==> src/rtl/intr_ctrl.sv <==
// Interrupt controller: INTR edge detection, pending/enable gating, entry/exit sequencing, shadow C/Z.
// Optional INTR_SYNC_EN adds a 2-flop synchronizer in front of the edge detector.
module intr_ctrl (
  input  logic       CLK,
  input  logic       RST,
  input  logic       INTR,
  input  logic       INSTR_DONE,
  input  logic       I_SET,
  input  logic       I_CLR,
  input  logic       RETIE,
  input  logic       C_IN,
  input  logic       Z_IN,
  output logic       INT_TAKEN,
  output logic       SHAD_LD,
  output logic       SHAD_C,
  output logic       SHAD_Z,
  output logic       FLG_RESTORE,
  output logic       I_EN,
  output logic       INT_ACTIVE,
  output logic       PENDING,
  output logic [7:0] INT_CNT
);

  typedef enum logic [1:0] {
    StIdle   = 2'd0,
    StEnter  = 2'd1,
    StActive = 2'd2,
    StExit   = 2'd3
  } state_e;

  logic intr_s;

`ifdef INTR_SYNC_EN
  localparam int unsigned WarmLen = 3;
  logic [1:0] sync_q;

  always_ff @(posedge CLK or posedge RST) begin
    if (RST) sync_q <= '0;
    else     sync_q <= {sync_q[0], INTR};
  end

  assign intr_s = sync_q[1];
`else
  localparam int unsigned WarmLen = 1;

  assign intr_s = INTR;
`endif

  state_e             state_q;
  logic               prev_intr_q;
  logic [WarmLen-1:0] warm_q;
  logic               pending_q;
  logic               i_en_q;
  logic               shad_c_q;
  logic               shad_z_q;
  logic [7:0]         cnt_q;
  logic               taken_q;
  logic               restore_q;
  logic               active_q;
  logic               intr_edge;
  logic               enter_go;

  // A line already high when reset is released is not an edge; warm_q masks detection until
  // prev_intr_q holds a genuinely sampled value.
  assign intr_edge = intr_s & ~prev_intr_q & warm_q[WarmLen-1];
  assign enter_go  = (state_q == StIdle) & pending_q & i_en_q & INSTR_DONE;

  always_ff @(posedge CLK or posedge RST) begin
    if (RST) begin
      state_q     <= StIdle;
      prev_intr_q <= 1'b0;
      warm_q      <= '0;
      pending_q   <= 1'b0;
      i_en_q      <= 1'b0;
      shad_c_q    <= 1'b0;
      shad_z_q    <= 1'b0;
      cnt_q       <= 8'h00;
      taken_q     <= 1'b0;
      restore_q   <= 1'b0;
      active_q    <= 1'b0;
    end else begin
      prev_intr_q <= intr_s;
      warm_q      <= (warm_q << 1) | WarmLen'(1);
      pending_q   <= intr_edge | (pending_q & ~enter_go);
      taken_q     <= 1'b0;
      restore_q   <= 1'b0;

      if (state_q == StExit) i_en_q <= 1'b1;
      else if (enter_go)     i_en_q <= 1'b0;
      else if (I_CLR)        i_en_q <= 1'b0;
      else if (I_SET)        i_en_q <= 1'b1;

      // Pulse outputs are registered from the next state so they never glitch.
      case (state_q)
        StIdle: begin
          if (enter_go) begin
            state_q  <= StEnter;
            taken_q  <= 1'b1;
            active_q <= 1'b1;
          end
        end
        StEnter: begin
          state_q  <= StActive;
          shad_c_q <= C_IN;
          shad_z_q <= Z_IN;
          if (cnt_q != 8'hFF) cnt_q <= cnt_q + 8'd1;
        end
        StActive: begin
          if (RETIE) begin
            state_q   <= StExit;
            restore_q <= 1'b1;
          end
        end
        StExit: begin
          state_q  <= StIdle;
          active_q <= 1'b0;
        end
        default: state_q <= StIdle;
      endcase
    end
  end

  assign INT_TAKEN   = taken_q;
  assign SHAD_LD     = taken_q;
  assign SHAD_C      = shad_c_q;
  assign SHAD_Z      = shad_z_q;
  assign FLG_RESTORE = restore_q;
  assign I_EN        = i_en_q;
  assign INT_ACTIVE  = active_q;
  assign PENDING     = pending_q;
  assign INT_CNT     = cnt_q;

endmodule

==> config.mk <==
export PLATFORM = sky130hd
export DESIGN_NAME = intr_ctrl
export DESIGN_NICKNAME = d
export VERILOG_FILES = /design/src/rtl/intr_ctrl.sv
export SDC_FILE = /design/constraint.sdc
export NUM_CORES = 1
export LEC_CHECK = 0
export BUFFER_PORTS_ARGS = -buffer_cell sky130_fd_sc_hd__buf_4
export CELL_PAD_IN_SITES_DETAIL_PLACEMENT = 0
export CELL_PAD_IN_SITES_GLOBAL_PLACEMENT = 1
export CORE_ASPECT_RATIO = 1.4
export CORE_MARGIN = 2
export CORE_UTILIZATION = 38
export DETAILED_ROUTE_END_ITERATION = 7
export PLACE_DENSITY = 0.79
export SLEW_MARGIN = 10
export SYNTH_ARGS = -nofsm -noshare
export SYNTH_HDL_FRONTEND = slang
export SYNTH_SLANG_ARGS = --single-unit
==> constraint.sdc <==
create_clock -name CLK -period 1.7 [get_ports CLK]
set_clock_uncertainty 0.05 [all_clocks]
set_input_delay 0.17 -clock CLK [delete_from_list [all_inputs] [get_ports CLK]]
set_output_delay 0.17 -clock CLK [all_outputs]
set_load 0.02 [all_outputs]
==> flow_metrics.tcl <==
set metrics [dict create \
    status "complete, no violations" \
    grt_pass1_vias 614 \
    synthAdderAreaFrac_pct 8.55 \
    ys.flop_type "dfrtp_1" \
    cts_tree "yes" \
    die_h_um 60.9 \
    nFillCells 208 \
    viasPerCell 5.02 \
    synth-compound-area-share_pct 8.83 \
    totalWireLength_um 1570 \
    rsz0062_at_grt "false" \
    hpwl_um 1220 \
    ys_seq_elements 19 \
    critical_path_class "flip-flop to flip-flop" \
    initialDrtViolationCount 15 \
    yosysTopAreaCell "dfrtp_1" \
    fin_crit_sh_pct 94.2 \
    die_area_mm2 0.00272 \
    fin_util_pct 53.5 \
    crit_path_end_kind "flip-flop" \
    vias 648 \
    synthMuxAreaShare_pct 9.40 \
    final_nets 123 \
    p_switching_mw 0.769 \
    synth_warnings 0 \
    combPwrFrac_pct 47.9 \
    synth_area_um2 878 \
    clockRootBuffer "clkbuf_4" \
    die_w_um 44.6 \
    syn_inst 74 \
    clkSinkCount 19 \
    post-route-drc-count 0 \
    hold_viol 0 \
    avgSynthCellArea_um2 11.9 \
    ctsLongestPathBuffers 2 \
    grt_usage_pct 12.8 \
    synthTopCellsByArea "dfrtp_1, ha_1, mux2_2, inv_1, nand2_1" \
    yosys.area_share.simple_pct 13.2 \
    start_util_pct 40.3 \
    dp_cells 122 \
    slew_violations 0 \
    p_sw_share_pct 39.7 \
    startpoint_type "flip-flop" \
    p_int_mw 1.17 \
    synth-xor-area-share_pct 1.99 \
    maxCapViolations 0 \
    fin_tns_setup_ps 0 \
    whs_ps 56.7 \
    drt_pass1_iterations 3 \
    syn-num-nets 89 \
    yosysMostFrequentCell "dfrtp_1" \
    area_delta_synth_final_pct 32.6 \
    htreeDepth 1 \
    grt_max_degree 20 \
    drive_above_1_share_pct 41.1 \
    critPathMaxFanout 4 \
    wl_per_cell_um 12.2 \
    postRouteAntennaNets 0 \
    gp_congestion 0.740 \
    grt.overflow.total 0 \
    cts_buffers 3 \
    fmax_mhz 625 \
    ir_worst_vdd_uv 830 \
    pwr-share-clk_pct 11.3 \
    synth_cell_types 27 \
    diodes 0 \
    grt_pass1_wl_um 2550 \
    period_needed_ps 1600 \
    async_flop_share_pct 100 \
    synth_edf_count 0 \
    synth_top_family_by_area "simple AND/OR/NAND/NOR gates" \
    row_count 20 \
    core_mm2 0.00218 \
    sequentialPowerShare_pct 40.7 \
    cp.arrival_ps 1730 \
    pwr_density_cell_mw_per_mm2 1660 \
    ios 25 \
    synth.top_cell.area_share_pct 54.1 \
    postCtsSetupBuffers 0 \
    holdCritPathClass "input pin to flip-flop" \
    clk_latency_ps 290 \
    port_buffers 24 \
    clkTransAtPathRegs_ps 110 \
    synthTopCellsByCount "dfrtp_1, ha_1, inv_1, mux2_2, nand2_1" \
    setup_violations 0 \
    stdcell_count 129 \
    worstPathRequired_ps 1830 \
    power_mw 1.94 \
    p_leak_nw 0.576 \
    antenna_found_initial 0 \
    ys_seq_area_share_pct 54.1 \
]
-- worst paths after layout --
check	start	endpoint	slack, ps	cells after the start
worst min register to register	prev_intr_q$_DFF_PP0_	PENDING$_DFF_PP0_	390	1
max in group asynchronous	RST	state_q[0]$_DFFE_PP0P_	1000	4
worst min-delay path	C_IN	SHAD_C$_DFFE_PP0P_	60	2
worst max register to register	state_q[0]$_DFFE_PP0P_	state_q[1]$_DFFE_PP0P_	100	5
min in group asynchronous	RST	warm_q$_DFF_PP0_	400	4
worst max-delay path	state_q[0]$_DFFE_PP0P_	state_q[1]$_DFFE_PP0P_	100	5
-- layout make-up --
class / count / area (um2) / area share [%]
Clock buffer: 3 / 22.5 / 1.93
Multi-Input combinational cell: 48 / 379 / 32.5
Clock inverter: 1 / 5.00 / 0.430
Sequential cell: 19 / 475 / 40.8
Tap cell: 22 / 27.5 / 2.36
Inverter: 6 / 22.5 / 1.93
Timing Repair Buffer: 30 / 233 / 20.0
-- per-layer routing --
metal,vias up,track usage [%],part of all wire [%]
met2,12,22.6,54
met5,-,0,0
li1,320,-,-
met3,4,1.79,4.0
met1,312,14.9,40
met4,0,6.49,1.7
-- what timing repair did --
action | 4_1_cts | 5_1_grt
hold buffers | 3 | 0
hold endpoints to repair | 21 | 0
setup endpoints to repair | 0 | 1
gates resized for setup | 0 | 2
-- worst max-delay path: stages, from the launching register on --
cell     delay [ps]
dfrtp_1         440
inv_1           120
ha_2            210
nand4_1         140
a21oi_2         190
mux2_2          340
-- cells in the final DEF, fill, tap and decap left out --
master,synthesis,final
dlygate4sd3_1,0,3
nor2b_1,1,1
dfrtp_1,19,19
clkbuf_4,0,3
nor2_1,3,3
mux2_4,1,1
mux2_2,6,6
and3_1,1,1
and3_2,1,1
a21oi_1,3,2
ha_1,6,5
o211ai_1,1,1
a2bb2oi_1,2,2
nand2b_1,1,1
nand4_1,3,3
xnor2_1,2,2
ha_2,0,1
o21ai_0,1,1
nand2_1,6,6
inv_1,6,6
and4_4,1,1
a21oi_2,0,1
o21a_1,1,1
clkinv_2,0,1
nand3_2,1,1
o31ai_1,1,1
o2111ai_1,1,1
nand3_1,2,2
buf_4,1,27
conb_1,1,1
and2_1,1,1
o21ai_2,1,1
-- sequential cells by signal, summed over array words and instances, names as in the netlist --
| signal | flops |
|---|---|
| INT_ACTIVE | 1 |
| FLG_RESTORE | 1 |
| INT_TAKEN | 1 |
| SHAD_Z | 1 |
| I_EN | 1 |
| warm_q | 1 |
| INT_CNT | 8 |
| PENDING | 1 |
| state_q | 2 |
| SHAD_C | 1 |
| prev_intr_q | 1 |
-- power by group through the flow --
stage / sequential (mW) / combinational, mW / clock [mW]
after global routing: 0.811 / 1.02 / 0.244
after global placement: 0.788 / 0.903 / 0
after floorplan: 0.931 / 0.427 / 0
after CTS: 0.791 / 0.930 / 0.232
after detailed placement: 0.798 / 0.923 / 0
final: 0.789 / 0.929 / 0.219
-- cells by family after synthesis --
logic type	count (synthesis)
AND/OR/NAND/NOR	21
flip-flops	19
AO/OA/AOI/OAI	11
multiplexers	7
buffers and inverters	7
adder cells (fa/ha/maj)	6
XOR/XNOR	2
other	1
-- metrics by stage --
step	worst slack [ps]	cell area, um2
2_1_floorplan	151	878
3_3_place_gp	146	1100
3_5_place_dp	103	1100
4_1_cts	92.2	1160
5_1_grt	9.33	1160
6_report	99.0	1160
Note: power is estimated with default switching activity, not from simulation.
